==> src/rtl/ram_delay_pkg.sv <==
// Shared types and helpers for the runtime-programmable RAM delay line.
// Holds the fill FSM state type, default sizes and the depth range check.
package ram_delay_pkg;

  localparam int WIDTH_DEF     = 24;
  localparam int MAX_DEPTH_DEF = 64;

  typedef enum logic [1:0] {
    IDLE,
    FILL,
    RUN
  } state_t;

  function automatic logic depth_ok(
    input int d,
    input int max_d
  );
    return (d != 0) && (d <= max_d);
  endfunction

endpackage

==> src/rtl/ram_delay_mem.sv <==
// Simple dual-port circular buffer, synchronous read-before-write.
// One write port, one read port, no reset on storage or read register.
module ram_delay_mem #(
  parameter int WIDTH     = 24,
  parameter int MAX_DEPTH = 64,
  parameter int AW        = $clog2(MAX_DEPTH)
) (
  input  logic             clk_i,
  input  logic             we,
  input  logic [AW-1:0]    waddr,
  input  logic [WIDTH-1:0] wdata,
  input  logic             re,
  input  logic [AW-1:0]    raddr,
  output logic [WIDTH-1:0] rdata
);

  logic [WIDTH-1:0] mem [MAX_DEPTH];

  // Same-address access returns the old word: both updates are non-blocking.
  always_ff @(posedge clk_i) begin
    if (we) mem[waddr] <= wdata;
    if (re) rdata <= mem[raddr];
  end

endmodule

==> src/rtl/ram_delay_reader.sv <==
// Runtime-programmable pixel delay line with fill-tracking valid flag.
// Optional RAM_DELAY_FLUSH_EN adds a flush_i restart input.
module ram_delay_reader
  import ram_delay_pkg::*;
#(
  parameter int  WIDTH     = WIDTH_DEF,
  parameter int  MAX_DEPTH = MAX_DEPTH_DEF,
  localparam int AW        = $clog2(MAX_DEPTH)
) (
  input  logic             clk_i,
  input  logic             rst_i,
  input  logic             en_i,
`ifdef RAM_DELAY_FLUSH_EN
  input  logic             flush_i,
`endif
  input  logic [WIDTH-1:0] data_i,
  input  logic [AW:0]      depth_i,
  output logic [WIDTH-1:0] data_o,
  output logic             valid_o,
  output logic             depth_err_o
);

  state_t           state;
  logic [AW-1:0]    wr_ptr;
  logic [AW-1:0]    rd_addr;
  logic [AW:0]      depth_q;
  logic [AW:0]      fill_cnt;
  logic             loaded;
  logic             restart;
  logic             new_ok;
  logic             re;
  logic [WIDTH-1:0] mem_q;

`ifdef RAM_DELAY_FLUSH_EN
  assign restart = flush_i || (depth_i != depth_q);
`else
  assign restart = (depth_i != depth_q);
`endif

  assign new_ok  = depth_ok(int'(depth_i), MAX_DEPTH);
  assign rd_addr = wr_ptr - depth_q[AW-1:0];
  assign re      = en_i && (state != IDLE);

  // The read register has no reset; mask it until the first real read.
  assign data_o  = loaded ? mem_q : '0;

  ram_delay_mem #(
    .WIDTH    (WIDTH),
    .MAX_DEPTH(MAX_DEPTH),
    .AW       (AW)
  ) u_mem (
    .clk_i(clk_i),
    .we   (en_i),
    .waddr(wr_ptr),
    .wdata(data_i),
    .re   (re),
    .raddr(rd_addr),
    .rdata(mem_q)
  );

  always_ff @(posedge clk_i or posedge rst_i) begin
    if (rst_i) begin
      state       <= IDLE;
      wr_ptr      <= '0;
      depth_q     <= '0;
      fill_cnt    <= '0;
      loaded      <= 1'b0;
      valid_o     <= 1'b0;
      depth_err_o <= 1'b0;
    end else begin
      depth_err_o <= !new_ok;
      if (en_i) wr_ptr <= wr_ptr + AW'(1);
      if (re) loaded <= 1'b1;
      if (restart) begin
        depth_q  <= depth_i;
        fill_cnt <= {{AW{1'b0}}, en_i};
        valid_o  <= 1'b0;
        state    <= new_ok ? FILL : IDLE;
      end else begin
        unique case (1'b1)
          (state == FILL): begin
            if (en_i) begin
              if (fill_cnt == depth_q) begin
                state   <= RUN;
                valid_o <= 1'b1;
              end else begin
                fill_cnt <= fill_cnt + 1'b1;
              end
            end
          end
          (state == RUN): valid_o <= 1'b1;
          default: valid_o <= 1'b0;
        endcase
      end
    end
  end

endmodule

==> config.mk <==
export PLATFORM = sky130hd
export DESIGN_NAME = ram_delay_reader
export DESIGN_NICKNAME = d
export VERILOG_FILES = /design/src/rtl/ram_delay_pkg.sv /design/src/rtl/ram_delay_mem.sv /design/src/rtl/ram_delay_reader.sv
export SDC_FILE = /design/constraint.sdc
export NUM_CORES = 1
export LEC_CHECK = 0
export CORE_MARGIN = 2
export CORE_UTILIZATION = 35
export CTS_BUF_LIST = sky130_fd_sc_hd__clkbuf_8
export CTS_CLUSTER_DIAMETER = 60
export DETAILED_ROUTE_END_ITERATION = 7
export SYNTH_ARGS = -nofsm -noshare
export SYNTH_HDL_FRONTEND = slang
export SYNTH_HIERARCHICAL = 1
export SYNTH_SLANG_ARGS = --single-unit
==> constraint.sdc <==
create_clock -name clk_i -period 8.83 [get_ports clk_i]
set_input_delay 1.3245 -clock clk_i [delete_from_list [all_inputs] [get_ports clk_i]]
set_output_delay 1.3245 -clock clk_i [all_outputs]
set_load 0.005 [all_outputs]
Word level (Yosys, flattened, before mapping)
Memory sizes are Yosys's and may differ from the RTL's. A register that Yosys moved wholly into a read port is not among the register bits.
Cells that the tools add are included.
- input port bits: 34
- word-level logic and storage cells: 46
- memory bits (writable): 1536
- register bits after elaboration: 25
- memories: 1
- output and inout port bits: 26
- reductions and logical operators: 11
- add/sub/neg operators: 3
- mux-type cells: 16
- equal/unequal tests: 7
- order comparisons: 1
- memories (name ; depth ; width ; rd ports ; clocked after Yosys merged registers in ; wr ports ; line ; source):
    u_mem.mem ; 64 ; 24 ; 1 ; 1 ; 1 ; ram_delay_mem.sv:17 ; logic [WIDTH-1:0] mem [MAX_DEPTH];
- operator list (cell ; number):
    $mux 7 ; 4
    $mux 24 ; 1
    $mux 2 ; 4
    $reduce_bool 2->1 ; 4
    $add 7x1->7 const B ; 1
    $eq 7x7->1 ; 1
    $le 7x7->1 const B ; 1
    $ne 7x7->1 ; 1
    $reduce_bool 7->1 ; 1
    $add 6x1->6 const B ; 1
    $mux 1 ; 6
    $reduce_and 3->1 ; 2
    $sub 6x6->6 ; 1
    $ne 3x2->1 const B ; 1
    $ne 3x3->1 const B ; 1
    $eq 2x1->1 const B ; 1
    $eq 2x2->1 const B ; 1
    $logic_and 1x1->1 ; 2
    $ne 2x2->1 const B ; 1
    $pmux 1 s2 ; 1
    $reduce_and 2->1 ; 1
    $logic_not 1->1 ; 1

Logic depth before layout (Yosys ltp)
Gate-level depths: netlist of run 1.
- depth after elaboration: 5
- gate-level depth with buffers: 15
- gate-level depth less buffers: 13

By module
Netlist of run 1, hierarchy kept.
- by module, submodules not included (module ; instances ; cells an instance ; area each (µm²)):
    ram_delay_mem ; 1 ; 2610 ; 59535.8
    ram_delay_reader ; 1 ; 168 ; 1606.5

Worst setup path before layout of run 1
OpenSTA, ideal clock, no wires.
- kind: in2reg
- start: in en_i
- end: mem u_mem.mem[48][0], enable pin
- data required time: 8.395 ns
- path buffers: 0
- slack: 5.056 ns
- stages on the path: 3
- arrival: 3.338 ns
- cell sequence: nor2b_1 -> nand4b_1 -> nor3_1
- longest elaborated chain between the ends: 2
- RTL lines (what ; line ; source):
    start: declaration ; ram_delay_reader.sv:12 ; input logic en_i,
    $mux 1 ; ram_delay_mem.sv:21 ; if (we) mem[waddr] <= wdata;
    $mux 1 (implied by the code) ; ram_delay_mem.sv:21 ;
    end: declaration ; ram_delay_mem.sv:17 ;
No other way between the ends.

Worst setup path after layout of run 1
- start: reg wr_ptr[0]
- end: reg u_mem.rdata[10] (read register of u_mem.mem), data pin
- longest elaborated chain between the ends: 1
- RTL lines (what ; line ; source):
    start: declaration ; ram_delay_reader.sv:24 ; logic [AW-1:0] wr_ptr;
    start signal: assignment ; ram_delay_reader.sv:72 ; if (en_i) wr_ptr <= wr_ptr + AW'(1);
    $sub 6x6->6 ; ram_delay_reader.sv:41 ; assign rd_addr = wr_ptr - depth_q[AW-1:0];
    net rd_addr[2] ; ram_delay_reader.sv:25 ; logic [AW-1:0] rd_addr;
    end: declaration ; ram_delay_mem.sv:14 ; output logic [WIDTH-1:0] rdata
The timed path passes the listed nets, and every way through them passes these cells.
A chain may end at the register's enable or synchronous reset.

==> key figures, run 1 <==
Run status
  • Run status: finished, final reports clean

Drt
  • Wire length per cell after detailed routing: about 27 um
  • Total Wirelength: 150000 um
  • Number of iterations in the first detailed-routing pass: 7
  • Routed met2 length: between 70000 and 80000 um
  • Initial detailed-routing violation count: between 3000 and 4000
  • Final antenna-violating net count: 0
  • Count of unresolved DRC violations after routing: 0
  • Uppermost layer routed: met4
  • Routed metal-1 wire length: ~63000 um
  • Detailed-route via count: around 29000
  • Amount of wire on met3 after detailed routing: 9660 um
  • Vias per inst: between 5 and 6

Logic synthesis
  • Average cell area after synthesis: between 20 and 25 um2
  • Synthesized area: about 60000 um2
  • Post-synth top flop: edfxtp_1
  • Total of flip-flops plus latches after synthesis: 1585
  • Cell count after synthesis: 2778
  • Largest area contributor in the synthesized netlist: edfxtp_1
  • Number of enable flip-flop cells after synthesis: between 1500 and 2000
  • Ys async rst share: 0.0158
  • Synth Net Count: about 2800
  • Area fraction of the dominant cell type after synthesis: 0.766
  • Number of distinct library cell variants in the gate-level netlist after synthesis: between 50 and 60
  • Ranking of synthesized cells by area: edfxtp_1 77%, mux4_2 13%, mux2i_1 1.6%
  • Post-synthesis sequential area ratio: 0.776
  • Warnings, synthesis: 6

Layout
  • Area of combinational cells with multiple inputs: roughly 13000 um2
  • Nets@finish: around 3100
  • Number of fill cells in the layout: between 15000 and 20000
  • Utilization after layout: 0.398
  • Syn-to-layout area delta: 12.9%
  • Register Area: about 47000 um2
  • Share of cells above drive strength 1: 0.281

Critical path
  • Biggest cell delay along the critical path: between 0.8 and 0.9 ns
  • Reg2reg setup slack: approximately 4.0 ns
  • Setup CP Type: register to register
  • Cell class contributing the biggest share of worst-path delay: buffers and inverters
  • Crit Path Max Fanout: 93
  • Most frequent cell on the critical path: inv_1
  • Type of destination of the critical path: register
  • Kind of start point of the critical path: register
  • End of the worst register-to-register path: u_mem/rdata[10]
  • Arrival time worst endpoint: between 5 and 6 ns
  • Number of buffers and inverters on the critical path: 4
  • Start of the worst register-to-register path: wr_ptr[0]
  • Logic depth of the worst setup path including buffers: 12
  • Critical Path, Cell by Cell: inv_1 -> ha_1 -> inv_1 -> fa_4 -> xor2_4 -> buf_12 -> buf_4 -> mux4_2 -> mux2_2 -> o22ai_1 -> a221oi_1 -> o21a_1
  • Crit path max-delay cell type: a221oi_1
  • Worst R2R Path Depth: 12
  • Critical Path RT: 9.63 ns

Pwr
  • Total power per unit cell area: about 330 nW/um2
  • Relative contribution of the clock network to total power: 0.236
  • Leakage power figure: 21.8 nW
  • Sw power: between 7 and 8 mW
  • Sequential cell fraction of total power: 0.386
  • Combinational share of power: 0.378
  • Internal Pwr Total: ~15 mW
  • Net switching share of the total power: 0.347
  • Max VDD drop: between 0.3 and 0.4 mV

Clock network
  • CTS Hold Buffers Added: 0
  • Total clock buffers created by CTS: about 240
  • Post_cts resized: 0
  • Maximum level of the CTS H-tree: 4
  • Post-CTS setup buffer count: 0
  • TritonCTS clock tree: built
  • Longest Clk Path Bufs: 3
  • Clk_lat worst skew: roughly 0.94 ns
  • Register clock-pin slew on the reported worst setup and hold paths: 0.06 ns
  • TritonCTS Sinks: 1585
  • Clock root buffer: clkbuf_8

Worst hold path
  • WHS Endpoint: loaded
  • Class of the tightest hold or removal check: register to register
  • Hold Path Stages: 1
  • HP Start: loaded

GRT
  • Wire length of the first global-routing pass: around 220000 um
  • GR Util All Layers: 0.167
  • Via count of the first global-routing pass: just over 30000
  • Pin count of the biggest net entering global routing: 94
  • Final global-route overflow total: 0
  • Antenna violations before repair: 10

STA
  • Final period util: 0.544
  • Least-Margin Pin Slew: between 1 and 1.5 ns
  • Setup slack after layout: about 4.0 ns
  • Final period demand of the worst path: about 4.8 ns
  • Max Clock Freq: ~210 MHz
  • Worst clock skew: around 0.035 ns
  • Setup repair after global routing missed its margin: false
  • Tightest slew margin relative to the limit: 0.147
  • Final hold violation count: 0
  • Number of failing setup endpoints in the final timing report: 0
  • Final count of pins violating max slew: 0
  • Aggregate negative setup slack: 0 ns

Die
  • Horizontal die dimension: 422 um
  • I/O pin count: 60
  • Area of the die: about 180000 um2
  • Starting Density: 0.352
  • Placement Rows: 153
  • CORE AREA: approximately 170000 um2
  • Die height: 422 um

Placed design
  • Hpwl dp: 81900 um
  • Routability congestion estimate from global placement: around 0.79
  • Post-placement worst setup slack: around 4 ns
  • Number of input and output port buffers inserted: 59

Job
  • Max-cap violations: 0
[cells by family (layout without fill, tap and decap cells)]
kind of cell | Yosys count | after routing | synth area share
compound gates | 222 | 222 | 0.0253
mux | 507 | 507 | 0.157
buf+inv | 167 | 611 | 0.0141
other cells | 0 | 3 | 0
flops | 1585 | 1585 | 0.776
simple gates | 259 | 259 | 0.0212
fa+ha+maj | 10 | 10 | 0.00217
xor+xnor | 28 | 28 | 0.00401
[per-layer routing]
metal,vias to the layer above,global-route usage
met5,-,0
met3,201,0.0307
met4,0,0.0480
met2,1074,0.278
li1,12200,-
met1,15800,0.225
[synthesized netlist by cell type, types with 13 or more instances]
cell type  number
nand2_1        44
edfxtp_1     1560
mux2_2         54
nor2_1         90
o21ai_0        14
a221oi_1       52
and2_1         28
mux2i_1        98
a31oi_1        14
mux4_2        355
o21a_1         13
and3_1         16
a22oi_1        29
xor2_1         16
a21oi_1        27
buf_2          46
o22ai_1        53
dfrtp_1        25
buf_1          13
nand3_1        23
clkbuf_1       54
buf_4          31
[placed cells by master, fill, tap and decap left out, types with 9 or more instances in the layout]
master           synthesis  routed
a21oi_1                 27      27
a221oi_1                52      52
a22oi_1                 29      29
a31oi_1                 14      14
and2_1                  28      28
and3_1                  16      16
buf_2                   46      24
buf_4                   31      99
clkbuf_8                 0     244
clkdlybuf4s50_1          0      35
clkinv_1                 1      65
clkinv_2                 0      24
dfrtp_1                 25      25
edfxtp_1              1560    1560
ha_1                     9       9
inv_1                   12      97
mux2_2                  54      54
mux2i_1                 98      98
mux4_2                 355     355
nand2_1                 44      44
nand3_1                 23      23
nor2_1                  90      27
nor2_2                   0      52
nor2_4                   0      11
nor2b_1                 11       9
o21a_1                  13      13
o21ai_0                 14      14
o22ai_1                 53      53
or3_1                   10      10
xnor2_1                 12      11
xor2_1                  16      15
[worst max-delay path by stage]
| stage | startpoint | end | slack [ns] |
|---|---|---|---|
| 3_5_place_dp | wr_ptr[0] | u_mem/rdata[12] | 3.98 |
| 6_report | wr_ptr[0] | u_mem/rdata[10] | 4.02 |
| 4_1_cts | wr_ptr[0] | u_mem/rdata[12] | 3.98 |
| 3_3_place_gp | wr_ptr[0] | u_mem/rdata[12] | 4.00 |
| 5_1_grt | wr_ptr[0] | u_mem/rdata[12] | 3.71 |
| 2_1_floorplan | en_i | u_mem/mem[48][0] | 5.06 |
[power groups by stage]
stage	logic (mW)	registers, mW	clock network (mW)
6_report	8.65	8.85	5.41
3_3_place_gp	8.74	9.01	0
3_5_place_dp	8.76	9.01	0
5_1_grt	9.17	8.87	5.85
4_1_cts	8.78	8.86	5.54
2_1_floorplan	5.92	8.90	0
[metrics by stage]
step           instance area (um2)  std cells  total power [mW]  hold WS [ns]
2_1_floorplan                61100       2778              14.8         0.479
3_3_place_gp                 64800       5111              17.7         0.454
3_5_place_dp                 64800       5111              17.8         0.460
4_1_cts                      69000       5547              23.2         0.474
5_1_grt                      69100       5549              23.9         0.483
6_report                     69100       5550              22.9         0.469
[area by class of cell]
| type | count | area share |
|---|---|---|
| Clock inverter | 192 | 0.0130 |
| Tap cell | 2325 | 0.0421 |
| Timing Repair Buffer | 161 | 0.0184 |
| Multi-Input combinational cell | 1026 | 0.189 |
| Clock buffer | 244 | 0.0486 |
| Antenna cell | 3 | 0.000109 |
| Inverter | 14 | 0.000870 |
| Sequential cell | 1585 | 0.687 |
[flip-flops by register name, summed over array words and instances (netlist names)]
register,count
valid_o,1
u_mem/mem,1536
fill_cnt,7
u_mem/rdata,24
depth_q,7
loaded,1
state,2
depth_err_o,1
wr_ptr,6
[worst register-to-register path, cell delays in order (launching register included)]
cell      delay [ns]
dfrtp_1         0.51
inv_1           0.11
ha_1            0.17
inv_1           0.06
fa_4            0.47
xor2_4          0.22
buf_12          0.48
buf_4           0.93
mux4_2          0.40
mux2_2          0.16
o22ai_1         0.09
a221oi_1        0.89
o21a_1          0.18
Note: power is estimated with default switching activity, not from simulation.
==> run 2: changes to the inputs <==
clock period = 4 ns   (was 8.83 ns; I/O delays follow)
==> run 2 against run 1 <==
  * Critical endpoint is now u_mem/rdata[6]
  * Via count up 2.9%
  * Sequential power up 120%
  * Critical path depth up 1
  * Clock power up 140%
  * Count of clock-buffer cells in the layout up 39
  * Largest cell class unchanged
  * Wire length up 2.8%
  * Non-clock buffer count up 98
  * Sequential share of layout area down 1.5 points
==> key figures, run 2 (synthesis gave the netlist of run 1 again) <==
Run status
  • Run status: finished, final reports clean

Pwr
  • Combinational share of power: 0.392 (+0.014)
  • Total power per unit cell area: 761 nW/um2 (+130%)
  • Net switching share of the total power: 0.340 (-0.00679)
  • Sequential cell fraction of total power: 0.363 (-0.023)
  • Max VDD drop: 0.601 mV (+80%)
  • Sw power: 18.3 mW (+130%)
  • Relative contribution of the clock network to total power: 0.245 (+0.009)
  • Total power draw: 53.7 mW (+130%)
  • Leakage power figure: 22.6 nW (+3.7%)
  • Internal Pwr Total: 35.5 mW (+140%)

Clock network
  • Longest Clk Path Bufs: 4 (+1)
  • Register clock-pin slew on the reported worst setup and hold paths: 0.06 ns (about the same)
  • Post-CTS setup buffer count: 0 (unchanged)
  • Clock root buffer: clkbuf_8
  • CTS Hold Buffers Added: 0 (unchanged)
  • Clk_lat worst skew: 0.97 ns (+0.03 ns)
  • Total clock buffers created by CTS: 274 (+16%)
  • Post_cts resized: 0 (unchanged)
  • TritonCTS clock tree: built
  • TritonCTS Sinks: 1585 (unchanged)
  • Maximum level of the CTS H-tree: 5 (+1)

Placed design
  • Routability congestion estimate from global placement: 0.847 (+7.3%)
  • Placed insts: 5209 (+1.9%)
  • Hpwl dp: 92100 um (+12%)
  • Post-placement worst setup slack: 0.0717 ns (-3.91 ns)
  • Number of input and output port buffers inserted: 59 (unchanged)

Critical path
  • Critical Path RT: 4.79 ns (-4.84 ns)
  • Kind of start point of the critical path: register
  • Critical Path, Cell by Cell: ha_1 -> inv_1 -> fa_4 -> nand2_1 -> nand2_1 -> a21oi_1 -> xnor2_4 -> buf_4 -> nand2b_1 -> buf_4 -> o22ai_1 -> a221oi_1 -> o21a_1
  • Biggest cell delay along the critical path: 0.76 ns (-0.13 ns)
  • Type of destination of the critical path: register
  • Cell class contributing the biggest share of worst-path delay: compound AO/OA/AOI/OAI gates
  • Crit path max-delay cell type: a221oi_1
  • Setup CP Type: register to register
  • Reg2reg setup slack: 0.17 ns (-3.86 ns)
  • Number of buffers and inverters on the critical path: 3 (-1)
  • Crit Path Max Fanout: 14 (-85%)
  • Arrival time worst endpoint: 4.63 ns (-0.98 ns)

Drt
  • Total Wirelength: 154000 um (+2.8%)
  • Vias per inst: 5.31 (+0.69%)
  • Detailed-route via count: 30100 (+2.9%)
  • Final antenna-violating net count: 0 (unchanged)
  • Initial detailed-routing violation count: 3174 (+5.2%)
  • Count of unresolved DRC violations after routing: 0 (unchanged)
  • Wire length per cell after detailed routing: 27.2 um (+0.55%)
  • Number of iterations in the first detailed-routing pass: 6 (-1)

Worst hold path
  • Class of the tightest hold or removal check: input port to register

Die
  • Die height: 422 um (unchanged)
  • Area of the die: 178000 um2 (unchanged)
  • Placement Rows: 153 (unchanged)
  • CORE AREA: 174000 um2 (unchanged)
  • Starting Density: 0.352 (unchanged)
  • I/O pin count: 60 (unchanged)
  • Horizontal die dimension: 422 um (unchanged)

STA
  • Setup slack after layout: 0.169 ns (-3.86 ns)
  • Final period util: 0.958 (+0.413)
  • Aggregate negative setup slack: 0 ns (unchanged)
  • Least-Margin Pin Slew: 1.22 ns (-0.0607 ns)
  • Final period demand of the worst path: 3.83 ns (-0.975 ns)
  • Final hold violation count: 0 (unchanged)
  • Setup repair after global routing missed its margin: false
  • Tightest slew margin relative to the limit: 0.187 (+0.0405)
  • Number of failing setup endpoints in the final timing report: 0 (unchanged)
  • Worst clock skew: 0.0476 ns (+0.0130 ns)
  • Max Clock Freq: 261 MHz (+25%)
  • Final count of pins violating max slew: 0 (unchanged)

GRT
  • Via count of the first global-routing pass: 30800 (+1.7%)
  • Antenna violations before repair: 6 (-4)
  • GR Util All Layers: 0.171 (+0.00405)
  • Wire length of the first global-routing pass: 221000 um (+1.9%)
  • Final global-route overflow total: 0 (unchanged)
  • Pin count of the biggest net entering global routing: 74 (-21%)

Job
  • Max-cap violations: 0 (unchanged)

Layout
  • Most used cells in the layout excluding fill and tap cells: 1560 x edfxtp_1, 355 x mux4_2, 283 x clkbuf_8
  • Register containing the most flip-flops in the final layout: u_mem/mem
  • Share of cells above drive strength 1: 0.310 (+0.0296)
  • Registers with the most flip-flops: u_mem/mem: 1536 flops, u_mem/rdata: 24 flops
  • Number of standard cells in the final layout excluding fillers: 5672 (+2.2%)
  • Utilization after layout: 0.407 (+0.00904)
  • Nets@finish: 3204 (+4.4%)
  • Number of flip-flops under the largest register name: 1536 (unchanged)
  • Leading cell type in the layout, fill and taps excluded: edfxtp_1
  • Syn-to-layout area delta: 15.5%
run 2: changes by cell type in the layout (fill, tap and decap cells not counted), sizes merged:
cell	delta
buf	+98
clkbuf	+39
inv	-19
bufinv	+4
clkinv	-2
clkinvlp	+1
diode	+1
run 2: area by class of cell:
cell class	instances	area, um2
multi-input cells	1026	13100
inverters	14	60.1
flip-flops and latches	1585	47500
clock inverters	176	897
well taps	2325	2910
fillers	15300	103000
clock buffers	283	3890
repair buffers	259	2300
diodes	4	10.0
run 2: stage by stage:
step / hold WS (ns) / area, um2
after global placement: 0.512 / 65800
after floorplan: 0.479 / 61100
after global routing: 0.0470 / 70600
after CTS: 0.000648 / 70600
final: 0.0876 / 70600
after detailed placement: 0.524 / 65800
run 2: layer usage:
metal | global-route usage | part of all wire | vias up
li1 | - | - | 12500
met1 | 0.233 | 0.42 | 16300
met2 | 0.282 | 0.49 | 1143
met3 | 0.0314 | 0.063 | 182
met4 | 0.0487 | 0.019 | 0
met5 | 0 | 0 | -
run 2: power by group through the flow:
stage / Clock, mW / Combinational (mW) / Sequential (mW)
floorplan: 0 / 13.1 / 19.7
detailed placement: 0 / 21.2 / 19.9
finish: 13.2 / 21.0 / 19.5
global placement: 0 / 21.1 / 19.8
global route: 14.2 / 22.2 / 19.5
CTS: 13.5 / 21.2 / 19.5
run 2: worst paths after layout:
kind                                     end  depth (start not counted)       start
setup / recovery              u_mem/rdata[6]                         13  depth_q[0]
hold / removal             u_mem/mem[37][17]                          1  data_i[17]
setup reg to reg              u_mem/rdata[6]                         13  depth_q[0]
hold reg to reg                     state[1]                          2    state[1]
max in group asynchronous          wr_ptr[1]                          2       rst_i
min in group asynchronous           state[0]                          2       rst_i
